**src/rtl/seg7_pattern_encoder.sv**
```systemverilog
// Recovers the 3-bit code from a sampled 7-segment pattern (a..g), with
// synchronization, stability filtering, table validation and valid/ready output.
module seg7_pattern_encoder #(
   parameter int unsigned STABLE_CYCLES = 4
) (
   input  logic       clk,
   input  logic       rst_n,
   input  logic       a,
   input  logic       b,
   input  logic       c,
   input  logic       d,
   input  logic       e,
   input  logic       f,
   input  logic       g,
   output logic       c0,
   output logic       c1,
   output logic       c2,
   output logic       err,
   output logic       out_valid,
   input  logic       out_ready,
   output logic [7:0] err_cnt
);

   typedef enum logic [1:0] {IDLE, SETTLE, OUT} state_t;

   typedef struct packed {
      logic [2:0] code;
      logic       err;
   } res_t;

   localparam logic [7:0] CNT_LAST = 8'(STABLE_CYCLES - 1);

   state_t     state, state_nxt;
   logic [6:0] pat_m, seg_s;
   logic [6:0] last_pat, cand;
   logic [7:0] cnt;
   res_t       res_q;
   res_t       res_lk;
   logic       settled;

   function automatic res_t lookup(input logic [6:0] p);
      res_t r;
      r = '{code: 3'b000, err: 1'b0};
      case (p)
         7'b1111110: r.code = 3'b000;
         7'b0110000: r.code = 3'b001;
         7'b1101101: r.code = 3'b010;
         7'b1111001: r.code = 3'b011;
         7'b0110011: r.code = 3'b100;
         7'b1011011: r.code = 3'b101;
         7'b1011111: r.code = 3'b110;
         7'b1110000: r.code = 3'b111;
         default:    r.err  = 1'b1;
      endcase
      return r;
   endfunction

   assign res_lk  = lookup(cand);
   assign settled = (seg_s == cand) && (cnt == CNT_LAST);

   // Pins are asynchronous to clk; two flops before anything looks at them.
   always_ff @(posedge clk or negedge rst_n) begin
      if (!rst_n) begin
         pat_m <= '0;
         seg_s <= '0;
      end else begin
         pat_m <= {a, b, c, d, e, f, g};
         seg_s <= pat_m;
      end
   end

   always_ff @(posedge clk or negedge rst_n) begin
      if (!rst_n) state <= IDLE;
      else        state <= state_nxt;
   end

   always_comb begin
      state_nxt = state;
      case (state)
         IDLE:    if (seg_s != last_pat) state_nxt = SETTLE;
         SETTLE:  if (settled) state_nxt = (cand == 7'b0) ? IDLE : OUT;
         OUT:     if (out_ready) state_nxt = IDLE;
         default: state_nxt = IDLE;
      endcase
   end

   always_comb begin
      out_valid = (state == OUT);
   end

   always_ff @(posedge clk or negedge rst_n) begin
      if (!rst_n) begin
         last_pat <= '0;
         cand     <= '0;
         cnt      <= '0;
         res_q    <= '0;
         err_cnt  <= '0;
      end else begin
         case (state)
            IDLE: begin
               if (seg_s != last_pat) begin
                  cand <= seg_s;
                  cnt  <= '0;
               end
            end
            SETTLE: begin
               if (seg_s != cand) begin
                  cand <= seg_s;
                  cnt  <= '0;
               end else if (cnt == CNT_LAST) begin
                  last_pat <= cand;
                  // Blank lines update last_pat but never emit a result.
                  if (cand != 7'b0) begin
                     res_q <= res_lk;
                     if (res_lk.err && err_cnt != 8'hFF) err_cnt <= err_cnt + 8'd1;
                  end
               end else begin
                  cnt <= cnt + 8'd1;
               end
            end
            default: ;
         endcase
      end
   end

   assign {c2, c1, c0} = res_q.code;
   assign err          = res_q.err;

endmodule
```
**config.mk**
```make
export PLATFORM = sky130hd
export DESIGN_NAME = seg7_pattern_encoder
export DESIGN_NICKNAME = d
export VERILOG_FILES = /design/src/rtl/seg7_pattern_encoder.sv
export SDC_FILE = /design/constraint.sdc
export NUM_CORES = 1
export LEC_CHECK = 0
export ABC_AREA = 1
export BUFFER_PORTS_ARGS = -buffer_cell sky130_fd_sc_hd__buf_2
export CORE_MARGIN = 10
export CORE_UTILIZATION = 32
export CTS_CLUSTER_SIZE = 25
export DETAILED_ROUTE_END_ITERATION = 12
export GPL_ROUTABILITY_DRIVEN = 0
export GPL_TIMING_DRIVEN = 0
export PLACE_DENSITY = 0.54
export SLEW_MARGIN = 40
export SYNTH_ARGS = -nofsm -noshare
export SYNTH_HDL_FRONTEND = slang
export SYNTH_SLANG_ARGS = --single-unit
```
**constraint.sdc**
```tcl
create_clock -name clk -period 1.75 [get_ports clk]
set_input_delay 0 -clock clk [delete_from_list [all_inputs] [get_ports clk]]
set_output_delay 0 -clock clk [all_outputs]
set_load 0.03 [all_outputs]
```
; Word-level counts from Yosys, hierarchy flattened
; Index checks and enable logic that the tools add are counted.
[totals]
mem_bits_rw = 0
mem_bits_ro = 0
mem_count = 0
latch_bits = 0
wordCells = 59
ff_bits = 50
[classes]
n_mul = 0
add_sub_neg = 2
eq_ne = 20
shift = 0
order_cmp = 0
div = 0
n_reduce_logical = 13
bitwise = 1
muxes = 14
[op_table]
columns = op, count
row1 = "== test 7 bit, second input constant", 6
row2 = two-way mux 8 bit, 3
row3 = case mux 3 bit (7 select lines), 1
row4 = "adder 8 x 1 -> 8 bit, second input constant", 2
row5 = case mux 8 bit (2 select lines), 1
row6 = "== test 7 x 6 -> 1 bit, second input constant", 2
row7 = two-way mux 7 bit, 2
row8 = inequality test 7 bit, 2
row9 = case mux 7 bit (2 select lines), 1
row10 = AND reduction 3 bit, 4
row11 = "== test 8 x 2 -> 1 bit, second input constant", 1
row12 = two-way mux 2 bit, 4
row13 = "inequality test 8 bit, second input constant", 1
row14 = OR reduction 8 bit, 1
row15 = == test 7 bit, 1
row16 = zero test 7 bit, 1
row17 = nonzero test 7 bit, 1
row18 = "inequality test 2 bit, second input constant", 3
row19 = case mux 2 bit (3 select lines), 1
row20 = AND reduction 5 bit, 1
row21 = AND reduction 4 bit, 1
row22 = "inequality test 3 bit, second input constant", 1
row23 = "== test 2 x 1 -> 1 bit, second input constant", 1
row24 = "== test 2 bit, second input constant", 1
row25 = 6 further kinds, 7

; Depth between registers and ports, before layout
; Gate-level depths: netlist of the first run.
[logic_depth]
depth_word = 5
depth_mapped = 13
mapped_depth_nobuf = 11

; Worst setup path before layout of the first run
; OpenSTA, ideal clock, no wires.
[synth_timing]
path_type = flip-flop to flip-flop
startpoint = reg err_cnt[0]
endpoint = reg err_cnt[4]
arrival_time_ps = 1567
slack_ps = 65
period_less_slack_ps = 1685
path_stages_with_launch = 9
path_cell_list = dfrtp_1 ha_1 nand2_1 nor3_2 inv_1 nand3_1 nor2_1 nand4_1 nand2_1
[synth_between]
elab_chain_cells = 3
[synth_rtl]
columns = item, line_no
row1 = from (decl), 21  ; output logic [7:0] err_cnt
row2 = from (signal assigned), 115  ; if (res_lk.err && err_cnt != 8'hFF) err_cnt <= err_cnt + 8'd1;
row3 = branches (longest 3 deep; another with adder 8 x 1 -> 8 bit), n/a
; Parallel ways; which one is timed is not known.
; A chain may end at the register's enable or synchronous reset.

; Worst setup path in the final report of the first run
[layout_timing]
startpoint = reg cand[2]
endpoint = reg err_cnt[7]
[layout_between]
elab_chain_cells = 5
[layout_rtl]
columns = item, line_no
row1 = from (decl), 35  ; logic [6:0] last_pat, cand;
row2 = from (signal assigned), 102  ; cand <= seg_s;
row3 = from (signal assigned), 108  ; cand <= seg_s;
row4 = == test 7 bit / == test 7 x 6 -> 1 bit (equally long branches), 44  ; case (p)
row5 = OR reduction 8 bit (no source line), n/a
row6 = two-way mux 1 bit, 44
row7 = logical AND 1 bit, 115
row8 = AND reduction 5 bit (no source line) *, n/a
; Every way passes the cells marked *; elsewhere a longest branch is shown, timed or not.

==> impl_metrics.json, run 1 <==
{
  "status": "complete, no violations",
  "holdCritPathClass": "input port to asynchronous set/reset pin",
  "diodes": 0,
  "fin_crit_sh_pct": 95.6,
  "cts.sinks": 50,
  "synthTopCellsByArea": "dfrtp_1 (47%), nand2_1 (12%), nor2_1 (5.2%)",
  "die_x_um": 111,
  "grt_use_met3_pct": 1.73,
  "path_clk_slew_ns": 0.11,
  "grt_pass1_wl_um": 10100,
  "grt_pass1_vias": 2180,
  "synth-seq-area-share_pct": 46.9,
  "netlist_top_cells_count": "nand2_1 (88), dfrtp_1 (50), nor2_1 (37)",
  "totalWireLength_um": 5890,
  "rrSetupSlack_ns": 0.08,
  "rows": 33,
  "drtPass1Iterations": 4,
  "gr-usage-all-layers_pct": 9.63,
  "grt_max_degree": 51,
  "end_kind": "flop",
  "drc": 0,
  "grt-ovfl-total": 0,
  "relSlewSlack_pct": 57.1,
  "pre_cts_slack_ns": -0.0503,
  "ys_ff_latch": 50,
  "cts_tree": "built",
  "slowest_delay_ns": 0.48,
  "cts_buffer_depth": 2,
  "core_area_sq_um": 8180,
  "p_leak_uw": 0.00163,
  "die_h_um": 111,
  "synth_edf_count": 0,
  "drt_iter0_markers": 88,
  "die_area_sq_um": 12400,
  "yosys.cell_types.count": 33,
  "vias": 2176,
  "fin_skew_ns": 0.0105,
  "drive_above_1_share_pct": 29.9,
  "yosysTopAreaCell": "dfrtp_1",
  "antenna_found_initial": 0,
  "synth_ff_type": "dfrtp_1",
  "start_util_pct": 32.6,
  "hold_ws_ns": 0.251,
  "async_flop_share_pct": 100,
  "cp-start-kind": "flop",
  "nets": 386,
  "finalHoldViolCount": 0,
  "setup_tns_ns": 0,
  "busiest_layer": "met2",
  "synth_area_sq_um": 2670,
  "syn_inst": 325,
  "clkLatencyLatePin_ns": 0.31,
  "drv_cap": 0,
  "vdd.ir_drop.worst_mv": 0.297,
  "rsz0062_at_grt": "true",
  "min_period_ns": 1.67,
  "ios": 23,
  "timing.final.ws_setup_ns": 0.0776,
  "worstPathRequired_ns": 1.96,
  "routedWlPerCell_um": 12.3,
  "cp_slowest_cell": "dfrtp_2",
  "syn_avg_cell_area_sq_um": 8.21,
  "slew_viol_final": 0,
  "cts_root_buf": "clkbuf_8",
  "h-tree-depth": 2,
  "dp_hpwl_um": 4150,
  "synth_top_area_share_pct": 46.9,
  "total_power_uw": 2290,
  "numCtsBuffers": 5,
  "fmax_ghz": 0.598,
  "r2r_cells": 8,
  "crit_path_frequent_cell": "nand2_1",
  "port_buffers": 22,
  "path_cells": "xnor2_2 -> nand2_1 -> nor2_4 -> nand4_4 -> nor2_4 -> nand3_1 -> nand2_1 -> nand2_1",
  "setup_viol": 0,
  "crit_arrival_ns": 1.88,
  "yosys_warnings": 0,
  "worstMarginPinSlew_ns": 0.643,
  "path_max_fanout": 8,
  "synth_most_common_cell": "nand2_1",
  "syn_nets": 337,
  "powerDensity_nw_per_um2": 682,
  "area_delta_synth_final_pct": 25.9,
  "grt_use_met1_pct": 12.6,
  "grtUsageMet2_pct": 15.2,
  "ant_nets": 0,
  "viasPerCell": 4.53,
  "path_class": "flop to flop"
}
## path summary, 6_finish.rpt
path,endpoint,from
setup / recovery,err_cnt[7],cand[2]
hold / removal,last_pat[5],rst_n
setup reg to reg,err_cnt[7],cand[2]
hold reg to reg,seg_s[1],pat_m[1]
max in group asynchronous,cnt[0],rst_n
min in group clk,pat_m[1],f
## stage by stage
stage          cells  utilization (%)  cell area (sq um)
3_3_place_gp     452             35.6               2910
2_1_floorplan    325                -               2670
5_1_grt          480             41.1               3360
3_5_place_dp     452             35.6               2910
4_1_cts          470             38.4               3140
6_report         480             41.1               3360
## cell usage in the layout, fill, tap and decap left out, drive strengths merged
| cell | n |
|---|---|
| clkbuf | 6 |
| and2 | 1 |
| a21oi | 3 |
| xnor2 | 5 |
| nand3 | 24 |
| buf | 38 |
| nand4 | 14 |
| nand2 | 95 |
| inv | 40 |
| ha | 2 |
| dlygate4sd3 | 9 |
| o32ai | 1 |
| nand3b | 1 |
| nor2 | 48 |
| xor2 | 10 |
| o21ai | 22 |
| bufinv | 1 |
| nor3 | 4 |
| clkinv | 1 |
| dfrtp | 50 |
## what timing repair did
action | CTS | global route
resized for setup | 2 | 39
setup buffers | 1 | 11
pin swaps | 1 | 11
endpoints found under the hold margin | 58 | 0
setup endpoints to repair | 6 | 32
hold buffers | 9 | 0
## registers in the layout, summed over array words and instances, names as in the netlist
| name | flops |
|---|---|
| state | 2 |
| err | 1 |
| err_cnt | 8 |
| seg_s | 7 |
| c0 | 1 |
| last_pat | 7 |
| cnt | 8 |
| c1 | 1 |
| c2 | 1 |
| pat_m | 7 |
| cand | 7 |
## cells by family after synthesis
family | Yosys count | synth area share (%)
AO/OA/AOI/OAI | 26 | 6.14
XOR/XNOR | 15 | 5.21
adder cells (fa/ha/maj) | 2 | 0.938
buffers and inverters | 45 | 7.22
flip-flops | 50 | 46.9
AND/OR/NAND/NOR | 187 | 33.6
## power breakdown
group	switching (uW)	total [uW]	internal, uW
logic	121	209	88.4
registers	30.2	1210	1180
clock network	433	870	437
## critical path, delay by kind of cell (launching register included)
family,cells,cell delay [ns]
DFF,1,0.48
xor gates and xnor gates,1,0.18
and+or+nand+nor,7,0.90
## metal layers
metal / routed length [um] / part of all wire (%)
met3: 142 / 2.4
met5: 0 / 0
met2: 2750 / 47
met1: 2900 / 49
met4: 97 / 1.6
## cell type report
type / instances / area [sq um]
well taps: 105 / 131
repair buffers: 43 / 305
multi-input cells: 230 / 1350
clock buffers: 5 / 68.8
inverters: 39 / 151
clock inverters: 3 / 47.5
fillers: 845 / 4820
flip-flops and latches: 50 / 1260
plain buffers: 5 / 50.0
Note: power is estimated with default switching activity, not from simulation.
==> run 2, diff against run 1 <==
--- a/config.mk
+++ b/config.mk
@@ -7,13 +7,14 @@
 export LEC_CHECK = 0
 export ABC_AREA = 1
 export BUFFER_PORTS_ARGS = -buffer_cell sky130_fd_sc_hd__buf_2
-export CORE_MARGIN = 10
+export CORE_MARGIN = 3
 export CORE_UTILIZATION = 32
 export CTS_CLUSTER_SIZE = 25
 export DETAILED_ROUTE_END_ITERATION = 12
 export GPL_ROUTABILITY_DRIVEN = 0
 export GPL_TIMING_DRIVEN = 0
 export PLACE_DENSITY = 0.54
+export REMOVE_ABC_BUFFERS = 1
 export SLEW_MARGIN = 40
 export SYNTH_ARGS = -nofsm -noshare
 export SYNTH_HDL_FRONTEND = slang
==> constraint.sdc (replaced) <==
create_clock -name clk -period 1.8 [get_ports clk]
set_input_delay 0 -clock clk [delete_from_list [all_inputs] [get_ports clk]]
set_output_delay 0 -clock clk [all_outputs]
set_load 0.03 [all_outputs]
==> impl_metrics.json, run 2 (synthesis results as in run 1) <==
{
  "end_kind": "flop",
  "drc": 0,
  "h-tree-depth": 2,
  "dp_hpwl_um": 3750,
  "area_delta_synth_final_pct": 19.9,
  "totalWireLength_um": 5270,
  "ios": 23,
  "cp-start-kind": "flop",
  "nets": 374,
  "pre_cts_slack_ns": -0.0834,
  "diodes": 0,
  "start_util_pct": 33.6,
  "numCtsBuffers": 5,
  "gr-usage-all-layers_pct": 11.9,
  "cts.sinks": 50,
  "routedWlPerCell_um": 11.3,
  "drtPass1Iterations": 4,
  "viasPerCell": 4.55,
  "path_clk_slew_ns": 0.11,
  "grt_pass1_vias": 2052,
  "fillers": 812,
  "worstMarginPinSlew_ns": 0.648,
  "finalHoldViolCount": 0,
  "total_power_uw": 2080,
  "relSlewSlack_pct": 56.8,
  "cts_buffer_depth": 2,
  "grt-ovfl-total": 0,
  "slew_viol_final": 0,
  "status": "complete, no violations",
  "drv_cap": 0,
  "drt_iter0_markers": 107,
  "fin_skew_ns": 0.0113,
  "die_h_um": 97.3,
  "ant_nets": 0,
  "cts_root_buf": "clkbuf_8",
  "drive_above_1_share_pct": 25.3,
  "holdCritPathClass": "input port to asynchronous set/reset pin",
  "fin_crit_sh_pct": 93.1,
  "final_cell_mix": "nand2_1 (86), dfrtp_1 (43), nor2_1 (32), inv_1 (28)",
  "antenna_found_initial": 0,
  "rows": 32,
  "reg_top3": "cnt (8), err_cnt (8)",
  "vdd.ir_drop.worst_mv": 0.425,
  "path_max_fanout": 7,
  "grt_max_degree": 51,
  "core_area_sq_um": 7930,
  "fmax_ghz": 0.596,
  "vias": 2117,
  "register_area_sq_um": 1260,
  "timing.final.ws_setup_ns": 0.123,
  "crit_arrival_ns": 1.88,
  "min_period_ns": 1.68,
  "port_buffers": 22,
  "final_common_cell": "nand2_1",
  "path_class": "flop to flop",
  "cts_tree": "built",
  "grt_pass1_wl_um": 9490,
  "p_leak_uw": 0.00156,
  "setup_viol": 0,
  "die_area_sq_um": 9470,
  "rsz0062_at_grt": "true",
  "die_x_um": 97.3,
  "powerDensity_nw_per_um2": 650,
  "final_core_util_pct": 40.3,
  "worstPathRequired_ns": 2.01,
  "multiInputGateArea_sq_um": 1300,
  "clkLatencyLatePin_ns": 0.32
}
run 2: changes by cell type in the layout (fill, tap and decap cells not counted), moves of 2 or more:
cell     previous run  this run
buf_4              12         4
inv_4               2         0
nand3_2             4         2
nand3_1            19        21
nand2_1            81        86
nand2_2            13         8
buf_6               4         0
run 2: repair_timing:
action	CTS	global route
gates resized for setup	2	23
pin swaps	0	5
setup buffers	0	5
hold buffers	9	0
endpoints found under the hold margin	58	0
endpoints found under the setup margin	10	27
run 2: area by class of cell:
cell class              instances  share of cell area (%)
clock buffers                   5                    2.15
well taps                     102                    3.99
inverters                      39                    4.58
flip-flops and latches         50                    39.4
multi-input cells             230                    40.7
clock inverters                 3                   0.900
repair buffers                 36                    8.29
run 2: worst max-delay path, cell delays in order (launching register included):
cell and delay, ns:
dfrtp_2 0.48, inv_2 0.10, nor2_1 0.07, nand3_1 0.09, nand2_1 0.08, nor2_2 0.14, nand2_2 0.13, nor2_8 0.16
buf_12 0.12, nand3_1 0.07, nand2_1 0.06, nand2_1 0.05
run 2: worst paths after layout:
kind	end	depth (start not counted)	start	slack [ns]
min	seg_s[5]	2	rst_n	0.24
max in group asynchronous	cand[0]	2	rst_n	1.08
min reg2reg	seg_s[5]	0	pat_m[5]	0.35
max	err_cnt[5]	11	cand[6]	0.12
min in group clk	pat_m[4]	2	c	0.32
max reg2reg	err_cnt[5]	11	cand[6]	0.12
run 2: per-layer routing:
metal | track usage (%) | routed length, um | vias to the layer above
li1 | - | - | 1105
met1 | 15.8 | 2610 | 977
met2 | 19.7 | 2410 | 27
met3 | 2.80 | 175 | 8
met4 | 2.66 | 73 | 0
met5 | 0 | 0 | -
run 2: through the flow:
stage / TNS [ns] / instance area (sq um) / std cells / hold slack, ns
4_1_cts: 0 / 3060 / 460 / 0.271
5_1_grt: -0.145 / 3200 / 465 / 0.298
3_5_place_dp: -0.652 / 2860 / 443 / 0.0822
6_report: 0 / 3200 / 465 / 0.245
3_3_place_gp: -0.500 / 2860 / 443 / 0.108
2_1_floorplan: 0 / 2620 / 319 / -0.296
run 2: report_power, final:
part | switching [uW] | total (uW) | internal, uW | leakage (uW)
combinational | 101 | 173 | 71.4 | 0.000868
sequential | 32.0 | 1180 | 1150 | 0.000637
clock | 432 | 724 | 292 | 0.0000506
total | 565 | 2080 | 1510 | 0.00156
